[config.mk]
export PLATFORM = sky130hd
export DESIGN_NAME = vdot_feeder
export DESIGN_NICKNAME = d
export VERILOG_FILES = /design/src/rtl/vdot_feeder.sv
export SDC_FILE = /design/constraint.sdc
export NUM_CORES = 1
export LEC_CHECK = 0
export ABC_AREA = 1
export BUFFER_PORTS_ARGS = -buffer_cell sky130_fd_sc_hd__buf_2
export CORE_MARGIN = 10
export CORE_UTILIZATION = 40
export CTS_CLUSTER_SIZE = 20
export DETAILED_ROUTE_END_ITERATION = 7
export SYNTH_ARGS = -nofsm -noshare
export SYNTH_HDL_FRONTEND = slang
export SYNTH_SLANG_ARGS = --single-unit
[constraint.sdc]
create_clock -name Clk1 -period 2.8 [get_ports Clk1]
set_input_delay 0.14 -clock Clk1 [delete_from_list [all_inputs] [get_ports Clk1]]
set_output_delay 0.14 -clock Clk1 [all_outputs]
set_load 0.02 [all_outputs]
[src/rtl/vdot_feeder.sv]
// vdot_feeder: packs up to 16 element pairs into lane buses, kicks the dot-product stage,
// then waits for vDone (with timeout) and holds the captured result until downstream takes it.
module vdot_feeder #(
  parameter int DONE_TIMEOUT = 8
) (
  input  logic         Clk1,
  input  logic         Rst_n,
  input  logic         in_valid,
  output logic         in_ready,
  input  logic [15:0]  in_a,
  input  logic [15:0]  in_b,
  input  logic         in_last,
  output logic [255:0] vA,
  output logic [255:0] vB,
  output logic         vStart,
  input  logic         vDone,
  input  logic [15:0]  vOut,
  input  logic         vV,
  output logic         res_valid,
  input  logic         res_ready,
  output logic [15:0]  res_data,
  output logic         res_ovf,
  output logic         res_timeout
);
  localparam int CW = $clog2(DONE_TIMEOUT + 1);
  localparam logic [CW-1:0] LIM = CW'(DONE_TIMEOUT - 1);
  typedef enum logic [1:0] {LOAD, START, WAIT, RESULT} state_t;
  state_t state, nxt;
  logic [3:0] k;
  logic [CW-1:0] cnt;
  logic take, expire;
  assign in_ready = state == LOAD;
  assign vStart = state == START;
  assign res_valid = state == RESULT;
  assign take = in_valid && in_ready;
  // expiry lands on the last allowed WAIT cycle, so WAIT lasts at most DONE_TIMEOUT cycles
  assign expire = cnt == LIM;
  always_comb begin
    nxt = state;
    unique case (state)
      LOAD:   nxt = take && (k == 4'd15 || in_last) ? START : LOAD;
      START:  nxt = WAIT;
      WAIT:   nxt = vDone || expire ? RESULT : WAIT;
      RESULT: nxt = res_ready ? LOAD : RESULT;
    endcase
  end
  always_ff @(posedge Clk1 or negedge Rst_n) begin
    if (!Rst_n) begin
      state <= LOAD;
      k <= '0;
      cnt <= '0;
      vA <= '0;
      vB <= '0;
      res_data <= '0;
      res_ovf <= 1'b0;
      res_timeout <= 1'b0;
    end else begin
      state <= nxt;
      if (take) begin
        vA[{k, 4'd0} +: 16] <= in_a;
        vB[{k, 4'd0} +: 16] <= in_b;
        k <= k + 4'd1;
      end
      if (state == START) cnt <= '0;
      if (state == WAIT) begin
        cnt <= cnt + CW'(1);
        // vDone takes priority over a coinciding expiry
        if (vDone) begin
          res_data <= vOut;
          res_ovf <= vV;
          res_timeout <= 1'b0;
        end else if (expire) begin
          res_data <= '0;
          res_ovf <= 1'b0;
          res_timeout <= 1'b1;
        end
      end
      if (res_valid && res_ready) begin
        vA <= '0;
        vB <= '0;
        k <= '0;
      end
    end
  end
endmodule

### Word level (Yosys, flattened, before mapping)

Index checks and enable logic that the tools add are counted.

* reduce and logical (&&, ||, !) cells: 10
* shift-type cells: 3
* equality and inequality tests: 5
* muxes and demuxes: 20
* $add $sub $neg: 3

Operators with widths (count)
* $mux 256: 4
* $bwmux 256: 2
* $shiftx 16x10->256: 2
* $shift 16x10->256 const A: 1
* $mux 16: 2
* $mux 4: 4
* $neg 8->10: 1
* $add 4x1->4 const B: 2
* $pmux 2 s4: 1
* $mux 1: 6
* $reduce_bool 2->1: 3
* $eq 2x2->1 const B: 2
* $eq 4x3->1 const B: 1
* $eq 4x4->1 const B: 1
* $logic_and 1x1->1: 3
* $eq 2x1->1 const B: 1
* $logic_not 2->1: 1
* $logic_or 1x1->1: 2
* $mux 2: 1
* $reduce_and 2->1: 1

* bits in registers: 540

### Depth between registers and ports, before layout

* depth in word-level cells: 5
* mapped depth: 13

### Worst setup path after synthesis

Ideal clock, no wire load.

* kind: flip-flop to flip-flop
* start: register k[0]
* end: register vB[139]
* path slack: 789 ps
* data arrival time: 1893 ps
* cell stages (with the launch flop): 11
* cells stage by stage: dfrtp_1 -> buf_2 -> inv_4 -> ha_1 -> nor2_1 -> inv_1 -> nor3_2 -> nand2_1 -> buf_2 -> nand3_1 -> nand2_1

* longest elaborated chain between the ends: 5

Ends and longest elaborated chain
* start: declaration: line 29 `logic [3:0] k;`
* start signal: assignment: line 62 `k <= k + 4'd1;`
* $neg 8->10 (*): line 61 `vB[{k, 4'd0} +: 16] <= in_b;`
* $shiftx 16x10->256 / $shift 16x10->256 (equally long branches): line 61
* $bwmux 256 (*): line 61
* $mux 256 (*): line 59 `if (take) begin`
* $mux 256 (*): line 78 `if (res_valid && res_ready) begin`
* end signal: indexed assignment: line 61
* end: declaration: line 14 `output logic [255:0] vB,`

Every way passes the cells marked *; elsewhere a longest branch is shown, timed or not. The select of a mux whose other input is x is not followed.
A chain may end at the register's enable or synchronous reset.

### Final worst setup path

* start: register state[0]
* end: register vA[71]

* longest elaborated chain between the ends: 3

Ends and longest elaborated chain
* start: declaration: line 28 `state_t state, nxt;`
* start signal: assignment: line 58 `state <= nxt;`
* $eq 2x2->1 / $logic_not 2->1 (equally long branches): line 34, 32
* $logic_and 1x1->1, on equally long branches: line 78, 35
* $mux 256 / $reduce_bool 2->1 (equally long branches)
* end signal: indexed assignment: line 60 `vA[{k, 4'd0} +: 16] <= in_a;`
* end: declaration: line 13 `output logic [255:0] vA,`

Parallel ways exist; a longest one is shown, timed or not.

==> results.toml <==
[sta]
setup_viol = 0
min_period_ps = 2600
maxSlewHeadroom_pct = 32.3
setup_tns_ps = 0
period_share_pct = 92.9
rsz0062_at_grt = "no"
tightest_slew_ps = 1020
finClkSkew_ps = 10.8
hold_viol = 0
fin_ws_ps = 200
drv_slew = 0
timing.fmax_mhz = 385

[setup_path]
worstPathRequired_ps = 3330
r2r_slack_ps = 200
critPathArrivalTime_ps = 3130
crit_fanout = 64
critPathLaunchType = "flop"
rr_worst_depth = 9
path_class = "flop to flop"
cp-end-kind = "flop"
r2r_start = "state[0]"
r2r-end = "vA[71]"

[synthesis]
synthMuxAreaShare_pct = 0
synth_area_um2 = 22600
synth_top_family_by_area = "simple AND/OR/NAND/NOR gates"
synth-simple-area-share_pct = 30.3
yosys_warnings = 0
synth_nets = 2618
avgSynthCellArea_um2 = 8.85
ys_seq_area_share_pct = 59.8
ys_ff_latch = 540
synth-compound-area-share_pct = 4.61
synth_xor_area_share_pct = 0
synth.distinct_cells = 27
synth_fa_ha_area_share_pct = 0.498
synth_cells = 2554

[grt]
gr-total-overflow = 0
grt_max_degree = 181
grt_pass1_vias = 21300
grt_pass1_wl_mm = 138
grt_use_total_pct = 26.6
antenna_found_initial = 1

[route]
wl_mm = 91.4
routed.top_layer = "met5"
wl_met2_mm = 43.2
drtIter0Drc = 1922
wl_per_cell_um = 23.4
vias = 21300
final_antenna_net_count = 0
drc = 0
drtPass1Iterations = 7
viasPerCell = 5.46
wl_met1_mm = 36.6
dr_wl_met3_mm = 8.79

[clocking]
cts_sinks = 540
path_clk_slew_ps = 60
clk_path_buf_depth = 3
clock-root-buffer = "clkbuf_16"
cts_resized = 0
clk_latency_ps = 610
post_cts_buffers = 0
tritoncts = "built"
htreeDepth = 2
numCtsBuffers = 57

[final_layout]
area_growth_syn_to_layout_pct = 27.2
drive_above_1_share_pct = 24.4
final_cell_area_um2 = 28700
layout.nets = 3165
diodes = 0

[die]
die_x_um = 258
coreArea_um2 = 56200
ios = 588
row_count = 87
initial_core_util_pct = 40.2
die_h_um = 258
die_area_um2 = 66400

[min_path]
hold_class = "input port to flop"
whs_endpoint = "vB[14]"
min-delay-start = "in_b[14]"
hold_depth = 3

[pwr]
leakage_nw = 16.1
ir_worst_vdd_mv = 0.748
powerDensity_nw_per_um2 = 1270

[place]
place_area_um2 = 26300
portBuffers = 587
dp_hpwl_mm = 63.2
post-place-ws_ps = 258
place_congestion = 0.899

[outcome]
outcome = "finished clean"

[flow_run]
drv_cap = 0
==> layout make-up <==
class / instances / area (um^2)
multi-input cells: 1750 / 8080
flip-flops and latches: 540 / 13500
repair buffers: 697 / 4080
clock inverters: 23 / 280
well taps: 756 / 946
inverters: 55 / 209
fillers: 5298 / 27400
clock buffers: 79 / 1640
==> synthesized netlist by cell type, drive strengths merged <==
| library cell | number | area [um^2] |
|---|---|---|
| nand2 | 708 | 2670 |
| o21ai | 166 | 831 |
| a21oi | 8 | 40.0 |
| a22o | 17 | 149 |
| nor2 | 85 | 354 |
| dfrtp | 540 | 13500 |
| clkinv | 1 | 3.75 |
| nand3 | 653 | 3270 |
| nor3 | 67 | 345 |
| buf | 97 | 453 |
| clkbuf | 112 | 420 |
| o21a | 1 | 7.51 |
| o22ai | 1 | 6.26 |
| ha | 9 | 113 |
| nand4 | 34 | 213 |
| a211oi | 1 | 7.51 |
| inv | 54 | 205 |
==> how the worst max path moves through the flow <==
stage / startpoint / to / cells after the start
after floorplan: k[0] / vB[139] / 10
after global placement: state[1] / vA[71] / 9
after detailed placement: state[0] / vA[71] / 9
after CTS: state[0] / vA[71] / 9
after global routing: k[1] / vB[243] / 10
final: state[0] / vA[71] / 9
==> power breakdown <==
group / switching, mW / internal, mW
clock network: 3.19 / 4.62
registers: 2.23 / 10.8
logic: 11.4 / 4.34
total: 16.8 / 19.8
==> critical path: stages, from the launching register on <==
cell and delay, ps:
dfrtp_1 400, inv_1 100, ha_1 250, nand2_2 180
nor2_1 240, inv_1 150, nor3_4 230, buf_4 610
nand3_1 220, nand2_1 120
==> through the flow <==
step	std cells	hold slack (ps)	utilization [%]	power [mW]
2_1_floorplan	2554	-156	-	21.7
3_3_place_gp	3744	203	46.8	28.6
3_5_place_dp	3744	201	46.8	28.9
4_1_cts	3900	19.7	51.2	36.8
5_1_grt	3900	40.2	51.2	38.6
6_report	3900	46.2	51.2	36.6
==> per-layer routing <==
layer,vias to the layer above,global-route usage [%]
met3,161,8.51
met2,994,42.8
met1,10500,33.8
met5,-,0
li1,9623,-
met4,2,7.84
==> cell families (layout without fill, tap and decap cells) <==
kind of cell	after synthesis	after routing
flip-flops	540	540
AND/OR/NAND/NOR	1547	1547
adder cells (fa/ha/maj)	9	9
AO/OA/AOI/OAI	194	194
buffers and inverters	264	854
==> registers in the layout, indices dropped and copies added, names as in the netlist <==
signal,count
cnt,4
state,2
vA,256
vB,256
res_ovf,1
res_data,16
k,4
res_timeout,1
==> placed cells by master, fill, tap and decap left out, drive strengths merged, types with 13 or more instances in the layout <==
cell type,n
nand4,34
dlygate4sd3,54
o21ai,166
nand3,653
buf,643
nor3,67
inv,56
nor2,85
nand2,708
dfrtp,540
clkbuf,79
clkinv,13
a22o,17
==> repair_timing <==
action | 4_1_cts | 5_1_grt
setup endpoints to repair | 0 | 0
endpoints found under the hold margin | 114 | 0
hold buffers | 54 | 0
(Power assumes the default switching activity.)
